## src/rtl/bcd_adder_serial_ndigit.sv

```systemverilog
// Digit-serial multi-digit BCD adder/subtractor: one decimal digit per clock, LSD first,
// with a registered decimal carry between digits. Subtract adds the 9's complement of y.
module bcd_adder_serial_ndigit #(
  parameter int DIGITS = 4
) (
  input  logic                  clk,
  input  logic                  reset_n,
  input  logic                  start,
  input  logic                  op,
  input  logic [4*DIGITS-1:0]   x,
  input  logic [4*DIGITS-1:0]   y,
  input  logic                  c_in,
  output logic                  busy,
  output logic                  done,
  output logic [4*DIGITS-1:0]   s,
  output logic                  c_out,
  output logic                  invalid
);

  localparam logic [1:0] IDLE = 2'd0;
  localparam logic [1:0] RUN  = 2'd1;
  localparam logic [1:0] DONE = 2'd2;
  localparam logic [4:0] LAST = 5'(DIGITS - 1);

  logic [1:0]          state;
  logic [4:0]          cnt;
  logic                carry;
  logic                op_r;
  logic [4*DIGITS-1:0] x_r;
  logic [4*DIGITS-1:0] y_r;

  logic [3:0] a_d;
  logic [3:0] y_d;
  logic [3:0] b_d;
  logic [4:0] res_d;

  // One decimal digit: binary add, then +6 correction when the sum leaves 0..9.
  function automatic logic [4:0] bcd_digit_add(input logic [3:0] a, input logic [3:0] b,
                                               input logic cin);
    logic [4:0] z;
    z = {1'b0, a} + {1'b0, b} + {4'b0000, cin};
    if (z > 5'd9) bcd_digit_add = {1'b1, z[3:0] + 4'd6};
    else          bcd_digit_add = {1'b0, z[3:0]};
  endfunction

  function automatic logic any_non_bcd(input logic [4*DIGITS-1:0] v);
    any_non_bcd = 1'b0;
    for (int i = 0; i < DIGITS; i++)
      if (v[4*i +: 4] > 4'd9) any_non_bcd = 1'b1;
  endfunction

  always_comb begin
    a_d = 4'd0;
    y_d = 4'd0;
    for (int i = 0; i < DIGITS; i++) begin
      if (cnt == 5'(i)) begin
        a_d = x_r[4*i +: 4];
        y_d = y_r[4*i +: 4];
      end
    end
    b_d   = op_r ? (4'd9 - y_d) : y_d;
    res_d = bcd_digit_add(a_d, b_d, carry);
  end

  always_ff @(posedge clk or negedge reset_n) begin
    if (!reset_n) begin
      state   <= IDLE;
      cnt     <= 5'd0;
      carry   <= 1'b0;
      op_r    <= 1'b0;
      x_r     <= '0;
      y_r     <= '0;
      s       <= '0;
      c_out   <= 1'b0;
      invalid <= 1'b0;
    end else begin
      case (state)
        IDLE: begin
          if (start) begin
            x_r     <= x;
            y_r     <= y;
            op_r    <= op;
            carry   <= op ? ~c_in : c_in;
            cnt     <= 5'd0;
            s       <= '0;
            c_out   <= 1'b0;
            invalid <= any_non_bcd(x) | any_non_bcd(y);
            state   <= RUN;
          end
        end
        RUN: begin
          for (int i = 0; i < DIGITS; i++)
            if (cnt == 5'(i)) s[4*i +: 4] <= res_d[3:0];
          carry <= res_d[4];
          cnt   <= cnt + 5'd1;
          // Final carry becomes c_out; for subtract a missing carry means a borrow.
          if (cnt == LAST) begin
            c_out <= op_r ? ~res_d[4] : res_d[4];
            state <= DONE;
          end
        end
        DONE:    state <= IDLE;
        default: state <= IDLE;
      endcase
    end
  end

  assign busy = (state == RUN);
  assign done = (state == DONE);

endmodule

```

## config.mk

```make
export PLATFORM = sky130hd
export DESIGN_NAME = bcd_adder_serial_ndigit
export DESIGN_NICKNAME = d
export VERILOG_FILES = /design/src/rtl/bcd_adder_serial_ndigit.sv
export SDC_FILE = /design/constraint.sdc
export NUM_CORES = 1
export LEC_CHECK = 0
export CORE_MARGIN = 2
export CORE_UTILIZATION = 52
export DETAILED_ROUTE_END_ITERATION = 16
export GPL_TIMING_DRIVEN = 0
export PLACE_DENSITY = 0.77
export SLEW_MARGIN = 20
export SYNTH_ARGS = -nofsm -noshare
export SYNTH_HDL_FRONTEND = slang
export SYNTH_SLANG_ARGS = --single-unit
```

## constraint.sdc

```tcl
create_clock -name clk -period 4.96 [get_ports clk]
set_input_delay 0.992 -clock clk [delete_from_list [all_inputs] [get_ports clk]]
set_output_delay 0.992 -clock clk [all_outputs]
set_load 0.02 [all_outputs]
```

# ---- After elaboration in Yosys (flattened, before gate mapping)
# Index checks and enable logic that the tools add are counted.
dict set report word_totals {
  register_bits 59
  latch_bits 0
  ram_bits 0
  romBits 0
  input_bits 37
  output_inout_bits 20
  wordCells 89
  memories 0
}
dict set report op_classes {
  n_addsub 5
  multipliers 0
  n_div 0
  magnitude_cmp 9
  eq_ne 10
  n_shift 0
  muxes 40
  bitwise_logic 3
  n_reduce_logical 10
}
# op n
set op_table {}
lappend op_table {{4-bit two-way mux} 13}
lappend op_table {{4-bit > comparator, second input constant} 8}
lappend op_table {{16-bit one-hot mux with 2 select lines} 1}
lappend op_table {{1-bit two-way mux} 17}
lappend op_table {{16-bit two-way mux} 1}
lappend op_table {{3-bit AND reduction} 4}
lappend op_table {{5-bit by 2-bit == test with 1-bit output, second input constant} 2}
lappend op_table {{5-bit two-way mux} 2}
lappend op_table {{5-bit one-hot mux with 2 select lines} 1}
lappend op_table {{2-bit by 1-bit != test with 1-bit output, second input constant} 4}
lappend op_table {{2-bit AND reduction} 3}
lappend op_table {{4-bit by 4-bit adder with 5-bit output} 1}
lappend op_table {{5-bit by 1-bit adder with 5-bit output} 1}
lappend op_table {{5-bit by 1-bit adder with 5-bit output, second input constant} 1}
lappend op_table {{5-bit by 1-bit == test with 1-bit output, second input constant} 1}
lappend op_table {{5-bit by 4-bit > comparator with 1-bit output, second input constant} 1}
lappend op_table {{5-bit logical NOT} 1}
lappend op_table {{4-bit by 3-bit adder with 4-bit output, second input constant} 1}
lappend op_table {{2-bit two-way mux} 2}
lappend op_table {{1-bit one-hot mux with 2 select lines} 2}
lappend op_table {{2-bit one-hot mux with 2 select lines} 1}
lappend op_table {{4-bit subtractor, first input constant} 1}
lappend op_table {{2-bit by 1-bit == test with 1-bit output, second input constant} 1}
lappend op_table {{2-bit == test, second input constant} 1}
lappend op_table {{5 further kinds} 6}

# ---- Longest topological paths before layout
# Gate-level depths: netlist of run 1.
dict set report logic_depth {
  ltp_word 15
  depth_mapped 19
  mapped_depth_nobuf 18
}

# ---- Least setup slack after synthesis of run 1
# OpenSTA, ideal clock, no wires.
dict set report synth_path {
  kind {reg-to-reg}
  startpoint {register cnt[0]}
  endpoint {register s[10]}
  setup_ns 0.122
  arrival_ns 3.782
  required_time_ns 4.838
  setup_slack_ns 1.056
  path_stages_with_launch 17
  path_buffers 0
  synth_period_minus_slack_ns 3.904
  path_cell_list {dfrtp_1 inv_1 ha_1 nor2b_1 a221oi_1 o31ai_1 nand2_1 xor2_1 fa_1 fa_1 xor2_1 ha_1 inv_1 o21ai_0 a41oi_4 mux2i_1 a32o_1}
}
dict set report synth_between {
  elab_chain_cells 13
}
# item line_no
set synth_lines {}
lappend synth_lines {{start, declared} 26} ;# logic [4:0] cnt;
lappend synth_lines {{start signal, assigned} 95} ;# cnt <= cnt + 5'd1;
lappend synth_lines {{5-bit logical NOT} 56} ;# if (cnt == 5'(i)) begin
lappend synth_lines {{4-bit two-way mux (4 in a row)} 56}
lappend synth_lines {{4-bit subtractor} 61} ;# b_d = op_r ? (4'd9 - y_d) : y_d;
lappend synth_lines {{4-bit two-way mux} 61}
lappend synth_lines {{4-bit by 4-bit adder with 5-bit output} 41} ;# z = {1'b0, a} + {1'b0, b} + {4'b0000, cin};
lappend synth_lines {{5-bit by 1-bit adder with 5-bit output} 41}
lappend synth_lines {{4-bit by 3-bit adder with 4-bit output or 5-bit by 4-bit > comparator with 1-bit output (tied branches)} 42} ;# if (z > 5'd9) bcd_digit_add = {1'b1, z[3:0] + 4'd6};
lappend synth_lines {{5-bit two-way mux} 42}
lappend synth_lines {{4-bit two-way mux} 93} ;# if (cnt == 5'(i)) s[4*i +: 4] <= res_d[3:0];
lappend synth_lines {{16-bit one-hot mux with 2 select lines} 77} ;# case (state)
lappend synth_lines {{end signal, assigned by index} 93}
lappend synth_lines {{end, declared} 15} ;# output logic [4*DIGITS-1:0] s,
# Several ways; a longest one is shown, not always the timed one. The select of a mux whose other input is x is not followed.
# A chain may end at the register's enable or synchronous reset.

# ---- Worst setup path after layout of run 1
dict set report layout_path {
  startpoint {register cnt[1]}
  endpoint {register s[2]}
}
dict set report layout_between {
  elab_chain_cells 13
}
# item line_no
set layout_lines {}
lappend layout_lines {{5-bit logical NOT} {56, 93}}
lappend layout_lines {{4-bit two-way mux (4 in a row)} 56}
lappend layout_lines {{4-bit subtractor} 61}
lappend layout_lines {{4-bit two-way mux} 61}
lappend layout_lines {{4-bit by 4-bit adder with 5-bit output} 41}
lappend layout_lines {{5-bit by 1-bit adder with 5-bit output} 41}
lappend layout_lines {{4-bit by 3-bit adder with 4-bit output or 5-bit by 4-bit > comparator with 1-bit output (tied branches)} 42}
lappend layout_lines {{5-bit two-way mux} 42}
lappend layout_lines {{4-bit two-way mux} 93}
lappend layout_lines {{16-bit one-hot mux with 2 select lines} 77}
# Several ways; a longest one is shown, not always the timed one. The select of a mux whose other input is x is not followed.

==> results of run 1 <==
[layer usage]
layer,track usage (%),share of wire (%)
met5,0,0
met3,4.04,4.8
met2,40.5,48
met4,12.7,2.6
met1,32.1,45
[flip-flops by register name, summed over array words and instances (netlist names)]
signal and count:
x_r 16, invalid 1, y_r 16, s 16, op_r 1, c_out 1
carry 1, cnt 5, state 2
[critical path: cells and delay by family, from the launching register on]
kind | cells | cell delay, ns
AO/OA/AOI/OAI | 7 | 1.20
XOR/XNOR | 1 | 0.34
AND/OR/NAND/NOR | 3 | 0.32
adder cells (fa/ha/maj) | 4 | 1.21
buffers and inverters | 2 | 0.59
multiplexers | 1 | 0.44
flip-flops | 1 | 0.43
[final timing paths]
| kind | endpoint | slack (ns) | depth (start not counted) |
|---|---|---|---|
| min reg2reg | s[1]$_DFFE_PN0P_ | 0.47 | 2 |
| max reg2reg | s[2]$_DFFE_PN0P_ | 0.35 | 18 |
| min in group asynchronous | s[9]$_DFFE_PN0P_ | 0.57 | 1 |
| max in group asynchronous | y_r[10]$_DFFE_PN0P_ | 3.89 | 2 |
| min | s[1]$_DFFE_PN0P_ | 0.47 | 2 |
| max | s[2]$_DFFE_PN0P_ | 0.35 | 18 |
[cell families (layout without fill, tap and decap cells)]
| group | count (synthesis) | in the layout |
|---|---|---|
| fa+ha+maj | 12 | 12 |
| xor+xnor | 6 | 6 |
| mux | 2 | 2 |
| compound gates | 64 | 64 |
| flops | 59 | 59 |
| simple gates | 180 | 180 |
| buf+inv | 22 | 93 |
[layout make-up]
cell class | count | share of cell area [%]
clock inverter | 3 | 1.04
multi-input combinational | 264 | 37.6
clock buffer | 11 | 3.66
inverter | 6 | 0.583
sequential | 59 | 38.2
timing repair buffer | 57 | 15.0
buffer | 16 | 1.68
tap | 72 | 2.33
[what timing repair did]
action,CTS,global route
buffers inserted,0,0
setup endpoints to repair,0,5
gates resized for setup,0,3
endpoints found under the hold margin,0,0
[cell usage in the layout, fill, tap and decap left out, types with 2 or more instances in the layout]
master             n
nor2_1             4
a221oi_1           6
mux2i_1            2
a32o_1             3
fa_1               2
clkinv_2           2
o31ai_1           11
inv_1              6
o21ai_0           26
xor2_1             5
clkbuf_1          13
nor2b_1            8
a21oi_1           13
and2_1             3
clkdlybuf4s50_1   55
dfrtp_1           59
ha_1              10
nand2_1          134
buf_4              2
nand3_1           10
nor3_1             3
nand4_1            4
nand3b_1           2
clkbuf_8          10
buf_1              2
[stage by stage]
| stage | area (sq um) | cells | utilization, % | hold slack, ns | setup WS, ns |
|---|---|---|---|---|---|
| 2_1_floorplan | 3010 | 345 | - | 0.446 | 1.06 |
| 3_3_place_gp | 3660 | 473 | 66.1 | 0.459 | 0.357 |
| 3_5_place_dp | 3680 | 474 | 66.4 | 0.462 | 0.315 |
| 4_1_cts | 3860 | 488 | 69.7 | 0.480 | 0.259 |
| 5_1_grt | 3860 | 488 | 69.8 | 0.502 | 0.0296 |
| 6_report | 3860 | 488 | 69.8 | 0.474 | 0.353 |
==> metrics.cfg, run 1 <==
[grt]
grt_pass1_wl_mm = 12.1
antenna_found_initial = 0
grt_usage_pct = 24.9
grt_max_degree = 35
grt_pass1_vias = 2550
gr-total-overflow = 0

[worst_setup_path]
slowest_stage = clkbuf_1
worstPathRequired_ns = 5.23
crit_start = cnt[1]$_DFFE_PN0P_
cp-start-kind = flop
crit_path_cell_trace = inv_1, ha_1, clkbuf_1, nand2_1, a21oi_1, a21oi_1, o21ai_0, nand2_1, ha_1, nand2_1, o21ai_0, ha_1, xor2_1, ha_1, o21ai_0, a41oi_4, mux2i_1, a32o_1
slowest_delay_ns = 0.48
reg2reg_from = cnt[1]$_DFFE_PN0P_
worstSetupEndpointType = flop
setup.worst_path.class = flop to flop
crit_top_cell = ha_1
worstPathArrival_ns = 4.88
crit_fanout = 10

[timing]
fin_crit_ns = 4.61
maxSlewViolCount = 0
clock_skew_ns = 0.00802
finalSetupTns_ns = 0
worst_pin_slew_ns = 0.568
fmax_mhz = 217
setup_viol = 0
hold_viol = 0
rsz0062_at_grt = no
relSlewSlack_pct = 62.1
final.period_utilization_pct = 92.9

[synth]
synth_common_cells = 134 x nand2_1, 59 x dfrtp_1, 26 x o21ai_0, 13 x a21oi_1, 13 x clkbuf_1
synth-edff-count = 0
ys_top_cells_by_area = dfrtp_1 49%, nand2_1 17%, o21ai_0 4.3%, ha_1 4.2%, o31ai_1 2.7%
syn_nets = 394
synthAdderAreaFrac_pct = 5.48
synth-simple-area-share_pct = 26.3
yosysTopAreaCellShare_pct = 49.0
synth_compound_area_share_pct = 14.0
synthMuxAreaShare_pct = 0.665
synth_cell_types = 39
ys_seq_elements = 59
yosys.area_share.xor_xnor_pct = 1.74
synth_cells = 345
async_flop_share_pct = 100
syn_area_sq_um = 3010
synth_top_family_by_area = simple AND/OR/NAND/NOR gates
yosys_warnings = 0
yosysMostFrequentCell = nand2_1
synth_ff_type = dfrtp_1
avgSynthCellArea_sq_um = 8.73
seq_area_frac_synth_pct = 49.0
yosys.area.top_type = dfrtp_1

[detailed_routing]
drt_pass1_iterations = 4
ant_nets = 0
drt-total-wl_mm = 7.19
drc = 0
initialDrtViolationCount = 171
avgViaCountPerCell = 5.45
num_vias = 2658
wire_per_inst_microns = 14.7

[floorplanning]
die_x_microns = 80.1
rows = 27
core_area_sq_um = 5540
dieArea_sq_um = 6420
initial_core_util_pct = 54.4
ioPinCount = 57
die_y_microns = 80.1

[hold_path]
hold_start = s[1]$_DFFE_PN0P_
hold_class = flop to flop

[cells_and_area]
area_delta_synth_final_pct = 28.3
layout.nets = 462
nFillCells = 477
multiInputGateArea_sq_um = 1450
drive_above_1_share_pct = 6.49
antenna_cells = 0
register_area_sq_um = 1480

[clocking]
cts_made_buffers = 9
tritoncts = built
cts_buffer_depth = 2
clk-insertion-delay-late_ns = 0.33
cts.sinks = 59
cts-htree-levels = 3
root_buffer = clkbuf_8
clk_pin_slew_ns = 0.07
hold_buffers = 0

[place]
dp_hpwl_mm = 5.32
gp_congestion = 0.921
port-buffer-count = 56

[run_status]
status = completed

[run]
maxCapViolations = 0

Power of run 1 is left out: the tool's default activity adds up to more than one toggle a clock period on the data nets, which glitch-free logic cannot reach.
==> run 2, diff against run 1 <==
--- a/config.mk
+++ b/config.mk
@@ -6,10 +6,11 @@
 export NUM_CORES = 1
 export LEC_CHECK = 0
 export CORE_MARGIN = 2
-export CORE_UTILIZATION = 52
+export CORE_UTILIZATION = 57
 export DETAILED_ROUTE_END_ITERATION = 16
+export DONT_BUFFER_PORTS = 1
 export GPL_TIMING_DRIVEN = 0
-export PLACE_DENSITY = 0.77
+export PLACE_DENSITY = 0.72
 export SLEW_MARGIN = 20
 export SYNTH_ARGS = -nofsm -noshare
 export SYNTH_HDL_FRONTEND = slang
==> constraint.sdc (replaced) <==
create_clock -name clk -period 4.1 [get_ports clk]
set_input_delay 0.82 -clock clk [delete_from_list [all_inputs] [get_ports clk]]
set_output_delay 0.82 -clock clk [all_outputs]
set_load 0.02 [all_outputs]
==> run 2 against run 1 <==
Compared with the run above:
- worst setup slack lost 0.25 ns
- fmax grew 15%
- sequential cell count is the same
- count of clock-buffer cells in the layout is the same
- design area shrank 11%
- clock skew shrank 0.0023 ns
- hold slack lost 0.29 ns
- critical path type unchanged
- global-route usage grew 1.2 points
- non-clock buffer count shrank 49
- die area shrank 8.3%
==> metrics.cfg, run 2 (same netlist as run 1, synthesis figures left out) <==
[place]
gp_congestion = 0.878
dp_hpwl_mm = 5.10
port-buffer-count = 0
dpl.cell_count = 415

[floorplanning]
ioPinCount = 57
dieArea_sq_um = 5880
rows = 26
initial_core_util_pct = 59.0
die_x_microns = 76.7
core_area_sq_um = 5110
die_y_microns = 76.7

[worst_setup_path]
r2r_cells = 15
setup.worst_path.class = flop to flop
worstPathRequired_ns = 4.31
reg2reg_from = cnt[1]$_DFFE_PN0P_
worstSetupEndpointType = flop
reg2reg_slack_ns = 0.10
worstSetupEndpoint = s[2]$_DFFE_PN0P_
crit_start = cnt[1]$_DFFE_PN0P_
crit_fanout = 11
worstPathArrival_ns = 4.21
r2r-end = s[2]$_DFFE_PN0P_
cp-start-kind = flop

[clocking]
cts_made_buffers = 9
clk_pin_slew_ns = 0.06
cts_buffer_depth = 2
root_buffer = clkbuf_8
cts-htree-levels = 3
tritoncts = built
clk-insertion-delay-late_ns = 0.33
cts.sinks = 59

[timing]
fin_crit_ns = 4.00
worst_pin_slew_ns = 0.577
clock_skew_ns = 0.00571
fmax_mhz = 250
maxSlewViolCount = 0
final.period_utilization_pct = 97.4
fin_hold_ws_ns = 0.182
relSlewSlack_pct = 61.5
hold_viol = 0
setup_viol = 0
rsz0062_at_grt = no

[detailed_routing]
ant_nets = 0
num_vias = 2455
drt_pass1_iterations = 4
drc = 0
initialDrtViolationCount = 169
avgViaCountPerCell = 5.62
drt-total-wl_mm = 7.23
wire_per_inst_microns = 16.5

[cells_and_area]
drive_above_1_share_pct = 13.6
antenna_cells = 0
layout.nets = 413
final_cell_mix = 134 x nand2_1, 57 x dfrtp_1, 24 x o21ai_0
layout_commonest_cell = nand2_1
area_delta_synth_final_pct = 14.7
reg_top3 = s: 16 flops, x_r: 16 flops, y_r: 16 flops
instances_no_fill = 437

[hold_path]
hold_class = input pin to async pin

[grt]
grt_pass1_wl_mm = 12.0
grt_pass1_vias = 2495
antenna_found_initial = 0
grt_max_degree = 60
grt_usage_pct = 26.1
gr-total-overflow = 0

[run_status]
status = completed

[run]
maxCapViolations = 0

-- run 2: changes by cell type in the layout (fill, tap and decap cells not counted), moves of 2 or more --
cell,change
buf_4,+8
dfrtp_1,-2
clkbuf_1,-3
ha_1,-4
dfrtp_2,+2
inv_4,+2
ha_4,+3
inv_1,-2
clkdlybuf4s50_1,-55
o21ai_0,-2
-- run 2: timing repair --
action                     4_1_cts  5_1_grt
resized for setup               15       19
setup endpoints to repair       14       14
setup buffers                    2        7
hold buffers                     0        0
pin swaps                        1        8
-- run 2: worst min-delay path by stage --
stage	from	end	slack [ns]	cells past startpoint
finish	reset_n	s[13]$_DFFE_PN0P_	0.18	0
global route	reset_n	s[13]$_DFFE_PN0P_	0.17	0
CTS	reset_n	s[13]$_DFFE_PN0P_	0.17	0
detailed placement	y_r[14]$_DFFE_PN0P_	y_r[14]$_DFFE_PN0P_	0.46	2
global placement	x_r[14]$_DFFE_PN0P_	x_r[14]$_DFFE_PN0P_	0.46	2
floorplan	x_r[5]$_DFFE_PN0P_	x_r[5]$_DFFE_PN0P_	0.45	2
-- run 2: metrics by stage --
step | TNS (ns) | instance area (sq um) | worst slack [ns] | utilization [%]
2_1_floorplan | 0 | 3010 | 0.196 | -
3_3_place_gp | -4.58 | 3100 | -0.529 | 60.7
3_5_place_dp | -6.80 | 3100 | -0.699 | 60.7
4_1_cts | 0 | 3350 | 0.0118 | 65.6
5_1_grt | 0 | 3450 | 0.00638 | 67.6
6_report | 0 | 3450 | 0.105 | 67.6
-- run 2: per-layer routing --
| layer | GRT usage (%) | vias up | routed length [microns] |
|---|---|---|---|
| met5 | 0 | - | 0 |
| met4 | 12.5 | 0 | 124 |
| met3 | 5.41 | 10 | 306 |
| met2 | 42.6 | 69 | 3600 |
| met1 | 33.3 | 1179 | 3200 |
| li1 | - | 1197 | - |
-- run 2: cell type report --
cell class	instances	area, sq um
Fill cell	431	1650
Multi-Input combinational cell	264	1540
Sequential cell	59	1480
Clock buffer	11	141
Tap cell	70	87.6
Buffer	15	76.3
Timing Repair Buffer	9	67.6
Clock inverter	3	40.0
Inverter	6	27.5
-- run 2: worst max-delay path: stages (launching register included) --
cell and delay [ns]:
dfrtp_2 0.44, buf_4 0.15, ha_4 0.19, clkbuf_4 0.20
nor2b_1 0.15, o31ai_2 0.30, nand2_1 0.13, fa_1 0.47
fa_2 0.39, xor2_2 0.24, ha_2 0.22, inv_1 0.04
o21ai_2 0.18, a41oi_4 0.22, mux2i_4 0.28, a32o_1 0.27
Power of run 2 is left out for the same reason.
